`src/rtl/shifter_pkg.sv`:
```
// Shared definitions for the reverse-direction sequential shifter:
// operation encodings, FSM states and the default datapath width.
package shifter_pkg;

    localparam int WIDTH_DEF = 16;

    // Operation select as carried on the Mode port
    typedef enum logic [1:0] {
        MODE_SRL  = 2'b00,
        MODE_SLA  = 2'b01,
        MODE_ROL  = 2'b10,
        MODE_PASS = 2'b11
    } mode_e;

    typedef enum logic [1:0] {
        ST_IDLE  = 2'd0,
        ST_SHIFT = 2'd1,
        ST_DONE  = 2'd2
    } state_e;

endpackage

```
`src/rtl/shifter_seq_rev_if.sv`:
```
// Request/response bundle between a producer/consumer (master) and the
// sequential shifter (slave).
interface shifter_seq_rev_if #(
    parameter int WIDTH = 16,
    parameter int CNT_W = 4
);
    logic             In_Valid;
    logic             In_Ready;
    logic [WIDTH-1:0] Shift_In;
    logic [CNT_W-1:0] Shift_Val;
    logic [1:0]       Mode;
    logic             Out_Valid;
    logic             Out_Ready;
    logic [WIDTH-1:0] Shift_Out;
    logic             Ovf;

    modport master (
        output In_Valid, Shift_In, Shift_Val, Mode, Out_Ready,
        input  In_Ready, Out_Valid, Shift_Out, Ovf
    );

    modport slave (
        input  In_Valid, Shift_In, Shift_Val, Mode, Out_Ready,
        output In_Ready, Out_Valid, Shift_Out, Ovf
    );
endinterface

```
`src/rtl/shifter_seq_rev_step.sv`:
```
// shift_step: combinational single-bit-position step of the shifter.
// Overflow detection is only built when SHIFT_OVF_EN is defined;
// otherwise step_ovf is tied to 0.
module shift_step
    import shifter_pkg::*;
#(
    parameter int WIDTH = WIDTH_DEF
) (
    input  logic [WIDTH-1:0] d,
    input  mode_e            mode,
    output logic [WIDTH-1:0] next_d,
    output logic             step_ovf
);

    logic [WIDTH-1:0] srl_d;
    logic [WIDTH-1:0] sla_d;
    logic [WIDTH-1:0] rol_d;

    // Per-bit wiring of the three one-position moves
    for (genvar gi = 0; gi < WIDTH; gi++) begin : g_bit
        if (gi == WIDTH - 1) begin : g_top
            assign srl_d[gi] = 1'b0;
        end else begin : g_not_top
            assign srl_d[gi] = d[gi+1];
        end
        if (gi == 0) begin : g_bot
            assign sla_d[gi] = 1'b0;
            assign rol_d[gi] = d[WIDTH-1];
        end else begin : g_not_bot
            assign sla_d[gi] = d[gi-1];
            assign rol_d[gi] = d[gi-1];
        end
    end

    // Select the step for the active operation; PASS leaves data untouched
    always_comb begin
        next_d = d;
        case (mode)
            MODE_SRL:  next_d = srl_d;
            MODE_SLA:  next_d = sla_d;
            MODE_ROL:  next_d = rol_d;
            default:   next_d = d;
        endcase
    end

`ifdef SHIFT_OVF_EN
    // Arithmetic left shift overflows when the sign bit is about to change
    assign step_ovf = (mode == MODE_SLA) && (d[WIDTH-1] != d[WIDTH-2]);
`else
    assign step_ovf = 1'b0;
`endif

endmodule

```
`src/rtl/shifter_seq_rev.sv`:
```
// shifter_seq_rev: multi-cycle handshaked shifter doing SRL, SLA and ROL
// one bit per clock, with a PASS mode. The result is held in DONE until
// the consumer accepts it. Optional macro: SHIFT_OVF_EN builds the sticky
// SLA overflow flag; without it Ovf is constant 0.
// CNT_W must satisfy 2**CNT_W == WIDTH.
module shifter_seq_rev
    import shifter_pkg::*;
#(
    parameter int WIDTH = WIDTH_DEF,
    parameter int CNT_W = 4
) (
    input  logic              clk,
    input  logic              rst,
    shifter_seq_rev_if.slave  bus
);

    state_e           state_reg;
    logic [WIDTH-1:0] data_reg;
    logic [CNT_W-1:0] cnt_reg;
    mode_e            mode_reg;
    logic             ovf_reg;
    logic             in_ready_reg;
    logic             out_valid_reg;

    logic [WIDTH-1:0] step_d_next;
    logic             step_ovf;

    shift_step #(.WIDTH(WIDTH)) u_step (
        .d        (data_reg),
        .mode     (mode_reg),
        .next_d   (step_d_next),
        .step_ovf (step_ovf)
    );

    // Control FSM and datapath registers; every output comes from a flop
    always_ff @(posedge clk) begin
        if (rst) begin
            state_reg     <= ST_IDLE;
            data_reg      <= '0;
            cnt_reg       <= '0;
            mode_reg      <= MODE_SRL;
            ovf_reg       <= 1'b0;
            in_ready_reg  <= 1'b1;
            out_valid_reg <= 1'b0;
        end else begin
            case (state_reg)
                ST_IDLE: begin
                    if (bus.In_Valid) begin
                        data_reg     <= bus.Shift_In;
                        mode_reg     <= mode_e'(bus.Mode);
                        // PASS never steps, whatever amount is offered
                        cnt_reg      <= (mode_e'(bus.Mode) == MODE_PASS) ? '0 : bus.Shift_Val;
                        ovf_reg      <= 1'b0;
                        in_ready_reg <= 1'b0;
                        state_reg    <= ST_SHIFT;
                    end
                end
                ST_SHIFT: begin
                    if (cnt_reg != '0) begin
                        data_reg <= step_d_next;
                        cnt_reg  <= cnt_reg - 1'b1;
                        if (step_ovf) begin
                            ovf_reg <= 1'b1;
                        end
                    end else begin
                        out_valid_reg <= 1'b1;
                        state_reg     <= ST_DONE;
                    end
                end
                ST_DONE: begin
                    if (bus.Out_Ready) begin
                        out_valid_reg <= 1'b0;
                        in_ready_reg  <= 1'b1;
                        state_reg     <= ST_IDLE;
                    end
                end
                default: begin
                    state_reg     <= ST_IDLE;
                    in_ready_reg  <= 1'b1;
                    out_valid_reg <= 1'b0;
                end
            endcase
        end
    end

    assign bus.In_Ready  = in_ready_reg;
    assign bus.Out_Valid = out_valid_reg;
    assign bus.Shift_Out = data_reg;
    assign bus.Ovf       = ovf_reg;

endmodule

```
`src/flat_wrapper.sv`:
```
// flat-port wrapper written by rule: the top's interface ports become plain ports
module shifter_seq_rev_flat import shifter_pkg::*;
#(
    parameter int WIDTH = WIDTH_DEF,
    parameter int CNT_W = 4
)
  (clk, rst, bus_In_Valid, bus_Shift_In, bus_Shift_Val, bus_Mode, bus_Out_Ready, bus_In_Ready, bus_Out_Valid, bus_Shift_Out, bus_Ovf);
  shifter_seq_rev_if #(.WIDTH(WIDTH), .CNT_W(CNT_W)) bus_i ();
  input  logic clk;
  input  logic rst;
  input wire logic [$bits(bus_i.In_Valid)-1:0] bus_In_Valid;
  input wire logic [$bits(bus_i.Shift_In)-1:0] bus_Shift_In;
  input wire logic [$bits(bus_i.Shift_Val)-1:0] bus_Shift_Val;
  input wire logic [$bits(bus_i.Mode)-1:0] bus_Mode;
  input wire logic [$bits(bus_i.Out_Ready)-1:0] bus_Out_Ready;
  output wire logic [$bits(bus_i.In_Ready)-1:0] bus_In_Ready;
  output wire logic [$bits(bus_i.Out_Valid)-1:0] bus_Out_Valid;
  output wire logic [$bits(bus_i.Shift_Out)-1:0] bus_Shift_Out;
  output wire logic [$bits(bus_i.Ovf)-1:0] bus_Ovf;
  assign bus_i.In_Valid = bus_In_Valid;
  assign bus_i.Shift_In = bus_Shift_In;
  assign bus_i.Shift_Val = bus_Shift_Val;
  assign bus_i.Mode = bus_Mode;
  assign bus_i.Out_Ready = bus_Out_Ready;
  assign bus_In_Ready = bus_i.In_Ready;
  assign bus_Out_Valid = bus_i.Out_Valid;
  assign bus_Shift_Out = bus_i.Shift_Out;
  assign bus_Ovf = bus_i.Ovf;
  shifter_seq_rev #(.WIDTH(WIDTH), .CNT_W(CNT_W)) u_core (.clk(clk), .rst(rst), .bus(bus_i));
endmodule
```
`config.mk`:
```
export PLATFORM = sky130hd
export DESIGN_NAME = shifter_seq_rev_flat
export DESIGN_NICKNAME = d
export VERILOG_FILES = /design/src/rtl/shifter_pkg.sv /design/src/rtl/shifter_seq_rev_if.sv /design/src/rtl/shifter_seq_rev_step.sv /design/src/rtl/shifter_seq_rev.sv /design/src/flat_wrapper.sv
export SDC_FILE = /design/constraint.sdc
export NUM_CORES = 1
export LEC_CHECK = 0
export CORE_ASPECT_RATIO = 2
export CORE_MARGIN = 10
export CORE_UTILIZATION = 47
export CTS_BUF_LIST = sky130_fd_sc_hd__clkbuf_4
export CTS_CLUSTER_SIZE = 16
export DETAILED_ROUTE_END_ITERATION = 10
export GPL_ROUTABILITY_DRIVEN = 0
export PLACE_DENSITY_LB_ADDON = 0.1
export SETUP_SLACK_MARGIN = 0.05
export SLEW_MARGIN = 10
export SYNTH_ARGS = -nofsm -noshare
export SYNTH_HDL_FRONTEND = slang
export SYNTH_SLANG_ARGS = --single-unit
```
`constraint.sdc`:
```
create_clock -name clk -period 2.45 [get_ports clk]
set_input_delay 0.3675 -clock clk [delete_from_list [all_inputs] [get_ports clk]]
set_output_delay 0.3675 -clock clk [all_outputs]
set_load 0.05 [all_outputs]
```
==> flow_summary_export.csv <==
group,metric,value,unit
place,dp_hpwl,2.914,mm
pwr,p_int,0.8801,mW
clock_network,cts.path.max_buffers,2,
sta,finalCriticalPeriod,2.196,ns
clock_network,postCtsSetupRepairBufs,0,
grt,grt_pass1_wl,6.078,mm
cells_and_area,drive_gt1_share,7.104,%
place,io_buffers,43,
worst_setup_path,critical_path_class,"flip-flop to flip-flop",
clock_network,clkLatencyLatePin,0.31,ns
synthesis,synth_nets,174,
synthesis,synth-xor-area-share,0,%
pwr,swShare,43.34,%
detailed_routing,viasPerCell,6.208,
sta,tns,0,ns
synthesis,syn_inst,144,
grt,grt_overflow_total,0,
pwr,pwr-share-comb,49.9,%
detailed_routing,first_iter_violations,69,
clock_network,cts_max_level,1,
synthesis,seq_area_frac_synth,38.10,%
sta,rsz0062_at_grt,"no",
sta,finalHoldViolations,0,
synthesis,synthMuxAreaShare,0,%
worst_setup_path,worst_r2r_startpoint,"u_core.cnt_reg[0]$_SDFFE_PP0P_",
grt,grt_use_total,13.24,%
synthesis,synth_top_family_by_area,"compound AO/OA/AOI/OAI gates",
sta,whs,0.4892,ns
detailed_routing,wire_per_inst,17.64,um
worst_setup_path,worstSetupEndpointType,"flip-flop",
worst_hold_path,hold_class,"flip-flop to flip-flop",
detailed_routing,drt_wl_total,3.740,mm
synthesis,synth-seq-cells,26,
place,placed_area,0.001797,mm^2
floorplan,die_h,96.25,um
clock_network,clock-sinks,26,
clock_network,clkTransAtPathRegs,0.13,ns
grt,grt_max_degree,38,
synthesis,yosys_warnings,0,
sta,fmax,455.4,MHz
grt,grt_pass1_vias,1326,
worst_setup_path,rrSetupSlack,0.25,ns
floorplan,rows,27,
clock_network,root_buffer,"clkbuf_4",
floorplan,core_area,0.002770,mm^2
run,cap_viol_max_count,0,
detailed_routing,vias,1316,
sta,finClkSkew,0.002072,ns
synthesis,syn-cell-area,0.001366,mm^2
pwr,p_switching,0.6732,mW
sta,slew_violations,0,
sta,fin_crit_sh,89.62,%
worst_hold_path,worstHoldStart,"u_core.bus.Out_Valid$_SDFFE_PP0P_",
worst_setup_path,start_kind,"flip-flop",
pwr,power.total,1.553,mW
pwr,seq_power_share,38.8,%
synthesis,synth-adder-area-share,3.663,%
pwr,p_per_area,853.9,mW/mm^2
cells_and_area,area_delta_synth_final,33.15,%
synthesis,synth_compound_area_share,31.78,%
run_status,status,"finished, final reports clean",
detailed_routing,drtAntennaViolNets,0,
floorplan,io_pins,45,
worst_setup_path,cp-startpoint,"u_core.cnt_reg[0]$_SDFFE_PP0P_",
floorplan,fp.dieW,58.13,um
pwr,p_clk_share,11.3,%
cells_and_area,fin_area,0.001819,mm^2
worst_setup_path,cp_data_arrival_time,2.45,ns
grt,antenna_found_initial,0,
detailed_routing,remaining_drc_errors,0,
worst_setup_path,cp_max_fo,15,
cells_and_area,antennaDiodeCount,0,
worst_setup_path,worst_ep_required_time,2.71,ns
clock_network,cts_buffers,3,
sta,setup_violations,0,
sta,relSlewSlack,52.62,%
floorplan,die-area,0.005595,mm^2
pwr,leakagePower,0.6786,nW
clock_network,ctsHoldBuffers,0,
synthesis,ys_types,35,
cells_and_area,nets,215,
clock_network,cts_resized,0,
pwr,ir_drop,0.5545,mV
cells_and_area,largest_reg_flops,16,
sta,worst_pin_slew,0.7108,ns
detailed_routing,dr.pass1.iters,4,
floorplan,start_util,49.32,%
clock_network,cts_tree,"built",
synthesis,synth_area_per_cell,9.488,um^2
synthesis,synthSimpleGateAreaFrac,19.96,%
-- synthesized netlist by cell type --
library cell   n  share of area, %
a211oi_1       1              0.55
a21oi_1        9               3.3
a21oi_2        1              0.64
a221o_1       13               9.5
a221oi_1       3               1.9
a22o_1         2               1.3
a311oi_1       2               1.3
a31o_2         1              0.64
a31oi_1        2              0.92
a32o_1        13               9.5
and3_1         2              0.92
buf_2          2              0.73
buf_4          1              0.55
buf_6          2               1.6
clkbuf_1       5               1.4
conb_1         1              0.27
dfxtp_1       26                38
ha_1           4               3.7
inv_1          7               1.9
nand2_1        4               1.1
nand2b_1      16               7.3
nand3_1        1              0.37
nand4_1        1              0.46
nor2_1        11               3.0
nor2b_1        2              0.92
nor3_1         1              0.37
nor3_2         1              0.73
nor3b_1        1              0.55
nor3b_4        1               1.4
nor4bb_2       1               1.2
o21a_1         1              0.55
o21ai_0        3               1.1
o21bai_1       1              0.55
or3_4          1              0.82
or4_4          1              0.82
-- worst paths after layout --
check	end	depth (start not counted)
max reg2reg	u_core.bus.Shift_Out[5]$_SDFFE_PP0P_	6
min reg2reg	u_core.bus.Out_Valid$_SDFFE_PP0P_	2
min	u_core.bus.Out_Valid$_SDFFE_PP0P_	2
max	u_core.bus.Shift_Out[5]$_SDFFE_PP0P_	6
-- cells by family after synthesis --
family / Yosys count
adder cells (fa/ha/maj): 4
AND/OR/NAND/NOR: 44
AO/OA/AOI/OAI: 52
buffers and inverters: 17
flip-flops: 26
other: 1
-- power by group through the flow --
stage / Combinational [mW] / Clock (mW) / Sequential (mW)
6_report: 0.775 / 0.176 / 0.603
5_1_grt: 0.830 / 0.196 / 0.619
4_1_cts: 0.781 / 0.186 / 0.604
3_5_place_dp: 0.779 / 0 / 0.613
3_3_place_gp: 0.763 / 0 / 0.609
2_1_floorplan: 0.332 / 0 / 0.811
-- metal layers --
layer	vias up	part of all wire [%]	GRT usage, %
met5	-	0	0
met4	0	1.2	6.299
met3	4	7.0	3.430
met2	48	55	24.73
met1	634	37	12.92
li1	630	-	-
-- area by class of cell --
| cell class | instances | area [um^2] |
|---|---|---|
| clock buffer | 3 | 22.52 |
| fill | 255 | 950.9 |
| inverter | 7 | 26.28 |
| multi-input combinational | 101 | 760.7 |
| sequential | 26 | 520.5 |
| tap | 29 | 36.28 |
| timing repair buffer | 46 | 452.9 |
-- layout by cell type (no fill, tap or decap), drive strengths merged --
master / n
o21bai: 1
o21ai: 3
dfxtp: 26
or3: 1
nor2b: 2
nor2: 11
a211oi: 1
clkdlybuf4s50: 43
nor4bb: 1
nor3: 2
nor3b: 2
clkbuf: 3
a31oi: 2
a22o: 2
a32o: 13
a21oi: 10
or4: 1
ha: 4
a221o: 13
o21a: 1
a311oi: 2
nand2b: 16
inv: 7
conb: 1
a221oi: 3
and3: 2
nand2: 4
a31o: 1
nand3: 1
nand4: 1
buf: 3
-- worst max-delay path, stage by stage, from the launching register on --
cell and delay, ns:
dfxtp_1 0.40, inv_1 0.07, ha_1 0.23, nor4bb_2 0.20, or3_4 0.41, nor3b_4 0.56
a32o_1 0.27
-- per-stage QoR --
stage / setup WS, ns / utilization, % / instances
3_5_place_dp: 0.2788 / 64.86 / 209
3_3_place_gp: 0.3399 / 64.86 / 209
6_report: 0.2543 / 65.67 / 212
5_1_grt: 0.1635 / 65.67 / 212
2_1_floorplan: 0.6639 / - / 144
4_1_cts: 0.2572 / 65.67 / 212
Power figures use the tool's default switching activity.
